**config.mk**
```make
export PLATFORM = sky130hd
export DESIGN_NAME = uart_hex_tx
export DESIGN_NICKNAME = d
export VERILOG_FILES = /design/src/rtl/uart_hex_tx.sv
export SDC_FILE = /design/constraint.sdc
export NUM_CORES = 1
export LEC_CHECK = 0
export BUFFER_PORTS_ARGS = -buffer_cell sky130_fd_sc_hd__buf_2
export CAP_MARGIN = 15
export CORE_MARGIN = 2
export CORE_UTILIZATION = 30
export DETAILED_ROUTE_END_ITERATION = 12
export PLACE_DENSITY = 0.47
export SLEW_MARGIN = 30
export SYNTH_ARGS = -nofsm -noshare
export SYNTH_HDL_FRONTEND = slang
export SYNTH_SLANG_ARGS = --single-unit
```
**constraint.sdc**
```tcl
create_clock -name i_clk -period 3.45 [get_ports i_clk]
set_clock_uncertainty 0.05 [all_clocks]
set_input_delay 0.8625 -clock i_clk [delete_from_list [all_inputs] [get_ports i_clk]]
set_output_delay 0.8625 -clock i_clk [all_outputs]
set_load 0.02 [all_outputs]
```
**src/rtl/uart_hex_tx.sv**
```systemverilog
// Prints buffered 16-bit words as ASCII hex lines ("1A2F\r\n") over a
// byte-wide transmitter handshake (data/txen/txempty).
module uart_hex_tx #(
    parameter int FIFO_AW   = 2,
    parameter int UPPERCASE = 1,
    parameter int TERM_CRLF = 1
) (
    input  logic        i_clk,
    input  logic        i_rst_n,
    input  logic [15:0] i_word,
    input  logic        i_wvalid,
    output logic        o_wready,
    input  logic        i_txempty,
    output logic [7:0]  o_data,
    output logic        o_txen,
    output logic        o_busy
);

    // state | meaning
    // IDLE  | no word in progress, waiting for the FIFO to become non-empty
    // SEND  | emitting characters of word_q, one per i_txempty strobe
    typedef enum logic {
        IDLE = 1'b0,
        SEND = 1'b1
    } state_t;

    localparam int               DEPTH    = 1 << FIFO_AW;
    localparam logic [FIFO_AW:0] FULL_CNT = (FIFO_AW + 1)'(DEPTH);
    localparam logic [2:0]       LAST_IDX = (TERM_CRLF != 0) ? 3'd5 : 3'd4;

    logic [15:0]        mem [DEPTH];
    logic [FIFO_AW-1:0] wr_ptr;
    logic [FIFO_AW-1:0] rd_ptr;
    logic [FIFO_AW:0]   count;
    logic               full;
    logic               empty;
    logic               push;
    logic               pop;

    state_t      state_q, state_d;
    logic [2:0]  idx_q, idx_d;
    logic [15:0] word_q, word_d;
    logic [7:0]  ch;

    assign full     = (count == FULL_CNT);
    assign empty    = (count == '0);
    assign o_wready = ~full;
    assign push     = i_wvalid & ~full;
    assign o_busy   = (state_q == SEND) | ~empty;

    always_ff @(posedge i_clk) begin
        if (push) begin
            mem[wr_ptr] <= i_word;
        end
    end

    always_ff @(posedge i_clk or negedge i_rst_n) begin
        if (!i_rst_n) begin
            wr_ptr <= '0;
            rd_ptr <= '0;
            count  <= '0;
        end else begin
            if (push) begin
                wr_ptr <= wr_ptr + 1'b1;
            end
            if (pop) begin
                rd_ptr <= rd_ptr + 1'b1;
            end
            case ({push, pop})
                2'b10:   count <= count + 1'b1;
                2'b01:   count <= count - 1'b1;
                default: count <= count;
            endcase
        end
    end

    function automatic logic [7:0] hex_char(input logic [3:0] nib);
        if (nib < 4'd10) begin
            return 8'h30 + {4'h0, nib};
        end
        return ((UPPERCASE != 0) ? 8'h41 : 8'h61) + {4'h0, nib - 4'd10};
    endfunction

    always_comb begin
        ch = 8'h0A;
        case (idx_q)
            3'd0:    ch = hex_char(word_q[15:12]);
            3'd1:    ch = hex_char(word_q[11:8]);
            3'd2:    ch = hex_char(word_q[7:4]);
            3'd3:    ch = hex_char(word_q[3:0]);
            3'd4:    ch = (TERM_CRLF != 0) ? 8'h0D : 8'h0A;
            default: ch = 8'h0A;
        endcase
    end

    always_ff @(posedge i_clk or negedge i_rst_n) begin
        if (!i_rst_n) begin
            state_q <= IDLE;
            idx_q   <= '0;
            word_q  <= '0;
        end else begin
            state_q <= state_d;
            idx_q   <= idx_d;
            word_q  <= word_d;
        end
    end

    always_comb begin
        state_d = state_q;
        idx_d   = idx_q;
        word_d  = word_q;
        pop     = 1'b0;
        o_txen  = 1'b0;
        o_data  = 8'h00;
        case (state_q)
            IDLE: begin
                if (!empty) begin
                    pop     = 1'b1;
                    word_d  = mem[rd_ptr];
                    idx_d   = '0;
                    state_d = SEND;
                end
            end
            SEND: begin
                o_txen = i_txempty;
                o_data = ch;
                if (i_txempty) begin
                    if (idx_q == LAST_IDX) begin
                        idx_d = '0;
                        // Chain straight into the next word so lines go out back-to-back.
                        if (!empty) begin
                            pop    = 1'b1;
                            word_d = mem[rd_ptr];
                        end else begin
                            state_d = IDLE;
                        end
                    end else begin
                        idx_d = idx_q + 3'd1;
                    end
                end
            end
            default: state_d = IDLE;
        endcase
    end

endmodule

```
==> metrics.json <==
{
  "cts": {
    "clk_pin_slew_ns": 0.06,
    "post_cts_resize_count": 0,
    "tritoncts_num_sinks": 91,
    "cts-hold-fix-buffers": 0,
    "numCtsBuffers": 9,
    "root_buffer": "sky130_fd_sc_hd__clkbuf_16",
    "cts_tree": "built",
    "max-clock-path-buffers": 2,
    "ctsHtreeMaxLevel": 3,
    "cts.repair_timing.setup_buffer_count": 0,
    "clock_insertion_delay_worst_skew_ns": 0.33
  },
  "cells_and_area": {
    "final_cell_area_mm2": 0.00495,
    "num-fill-cells": 1385,
    "final_nets": 374,
    "final_layout_size_suffix_gt1_share_pct": 22.6,
    "antenna_cells": 0,
    "final_cells": 520,
    "synthToLayoutAreaGrowth_pct": 14.1,
    "utilization_pct": 35.4
  },
  "worst_setup_path": {
    "worstPathRequired_ns": 2.54,
    "worstPathMaxFanout": 18,
    "cp-start-kind": "flip-flop",
    "crit_family": "flip-flops",
    "cp_num_cells": 7,
    "cpPeakStageDelay_ns": 0.67,
    "cp_cell_sequence": "and2_1 > ha_1 > inv_1 > a211oi_1 > a21oi_1 > a31oi_1 > buf_2",
    "worst-path-buf-inv": 2,
    "reg2reg_depth": 8,
    "critPathCaptureType": "primary output",
    "cp.arrival_ns": 2.31,
    "cp_slowest_cell": "sky130_fd_sc_hd__dfrtp_1",
    "critical_path_class": "flip-flop to primary output"
  },
  "sta": {
    "layout_worst_path_cycle_share_pct": 93.4,
    "setup_total_negative_slack_ns": 0,
    "finalWorstSetupSlack_ns": 0.228,
    "rsz0062_at_grt": "false",
    "slew_violations": 0,
    "timing_hold_violations_final": 0,
    "transition_at_the_pin_with_the_smallest_max_transition_slack_ns": 0.836,
    "fmax_mhz": 310,
    "max_slew_margin_pct": 44.3,
    "setup_viol": 0,
    "final.min_clock_period_ns": 3.22
  },
  "placed_design": {
    "place.port_buffers": 29,
    "routabilityCongestion": 0.838,
    "dp.final_hpwl_um": 6050,
    "dp.cells": 504,
    "post_dp_cell_area_mm2": 0.00465,
    "place_worst_setup_slack_ns": 0.565
  },
  "floorplan": {
    "core_region_area_mm2": 0.0140,
    "i_o_pin_count": 31,
    "initial_core_util_pct": 31.0,
    "rows": 43,
    "dieHeight_um": 124,
    "design.die.area_mm2": 0.0154,
    "floorplan.die.width_um": 124
  },
  "global_routing": {
    "grt_pass1_vias": 2610,
    "grt_first_pass_wirelength_um": 14300,
    "overflow": 0,
    "groute.usage.overall_pct": 12.6,
    "grt_start_max_net_pins": 28,
    "grt_antenna_before_repair": 0
  },
  "yosys": {
    "postSynthNetCount": 341,
    "number_of_enable_flip_flop_cells_after_synthesis": 64,
    "yosys_warnings": 0,
    "synth_area_mm2": 0.00433,
    "synth_async_sr_flop_share_pct": 29.7,
    "synth-seq-area-share_pct": 59.9,
    "ys_seq_elements": 91,
    "synth_area_per_cell_um2": 14.4,
    "yosys_most_used_dff": "sky130_fd_sc_hd__edfxtp_1",
    "post_synth_num_cell_types": 51,
    "syn_inst": 302
  },
  "pwr": {
    "max-vdd-ir-drop_uv": 269,
    "power.static_leakage_uw": 0.00184,
    "cellPowerDensity_mw_per_mm2": 901
  },
  "worst_hold_path": {
    "hold_class": "flip-flop to flip-flop",
    "hold_path_depth": 1
  },
  "route": {
    "detailed_route_via_count": 2511,
    "drt_wl_total_um": 8670,
    "drt.antenna.violating_nets": 0,
    "drtPass1Iterations": 4,
    "drt_first_iter_violations": 125,
    "detail_routed_via_count_per_cell": 4.83,
    "drc_errors": 0,
    "route.detailed.wl_per_inst_um": 16.7
  },
  "outcome": {
    "run_status": "completed"
  },
  "run": {
    "max_cap_violations": 0
  }
}
-- registers in the layout, indices dropped and copies added (netlist names) --
register	flops
word_q	16
mem	64
wr_ptr	2
rd_ptr	2
idx_q	3
count	3
state_q	1
-- where the power goes --
part	switching (uW)	internal [uW]	total, uW
Clock	383	549	932
Sequential	325	1490	1810
Combinational	904	804	1710
-- through the flow --
| step | hold WS [ns] | total power, uW |
|---|---|---|
| 6_report | 0.475 | 4450 |
| 5_1_grt | 0.500 | 4780 |
| 4_1_cts | 0.482 | 4540 |
| 3_5_place_dp | 0.472 | 3570 |
| 2_1_floorplan | 0.435 | 3090 |
| 3_3_place_gp | 0.469 | 3590 |
-- worst paths after layout --
path	from	to	slack, ns
max	idx_q[0]	o_data[2]	0.23
min	count[2]	count[2]	0.48
max reg2reg	idx_q[0]	count[2]	1.05
min reg2reg	count[2]	count[2]	0.48
max in group asynchronous	i_rst_n	word_q[11]	2.42
min in group asynchronous	i_rst_n	wr_ptr[0]	0.50
-- synthesized netlist by cell type (4+ instances only) --
cell type,number,share of area (%)
sky130_fd_sc_hd__dfrtp_1,27,16
sky130_fd_sc_hd__nand2_1,22,1.9
sky130_fd_sc_hd__and2_1,4,0.58
sky130_fd_sc_hd__edfxtp_1,64,44
sky130_fd_sc_hd__and3_1,7,1.0
sky130_fd_sc_hd__xnor2_1,13,2.6
sky130_fd_sc_hd__mux4_2,16,8.3
sky130_fd_sc_hd__a211oi_1,4,0.69
sky130_fd_sc_hd__xor2_1,5,1.0
sky130_fd_sc_hd__buf_6,4,1.0
sky130_fd_sc_hd__a21oi_1,10,1.2
sky130_fd_sc_hd__nor2_1,5,0.43
sky130_fd_sc_hd__o21ai_0,19,2.2
sky130_fd_sc_hd__inv_1,19,1.6
sky130_fd_sc_hd__mux2_2,8,2.1
sky130_fd_sc_hd__a31oi_1,4,0.58
sky130_fd_sc_hd__ha_1,18,5.2
-- kinds of logic (layout without fill, tap and decap cells) --
logic type | after synthesis | in the layout | synth area share [%]
flip-flops | 91 | 91 | 59.9
AO/OA/AOI/OAI | 58 | 58 | 8.78
AND/OR/NAND/NOR | 57 | 57 | 7.07
buffers and inverters | 32 | 70 | 3.84
multiplexers | 24 | 24 | 10.4
adder cells (fa/ha/maj) | 20 | 20 | 5.89
XOR/XNOR | 19 | 19 | 4.01
other | 1 | 1 | 0.0865
-- area by class of cell --
cell class              instances  area [um^2]  share of cell area [%]
flip-flops and latches         91         2600                    52.5
multi-input cells             179         1570                    31.7
clock buffers                  12          268                    5.41
inverters                      19         71.3                    1.44
repair buffers                 35          190                    3.85
clock inverters                 4         23.8                   0.481
well taps                     180          225                    4.55
-- layout by cell type (no fill, tap or decap), drive strengths merged, types with 5 or more instances in the layout --
cell type,count
xnor2,13
mux4,16
dfrtp,27
edfxtp,64
clkbuf,12
a21oi,11
inv,19
nor2,5
nand2,22
mux2,8
o21ai,19
and3,7
ha,18
xor2,6
buf,35
-- routing by layer --
layer,share of wire [%],vias to the layer above,GRT usage (%)
li1,-,1204,-
met1,49,1263,17.4
met2,45,35,19.1
met3,3.7,9,3.07
met4,1.4,0,4.85
met5,0,-,0
Note: power is estimated with default switching activity, not from simulation.
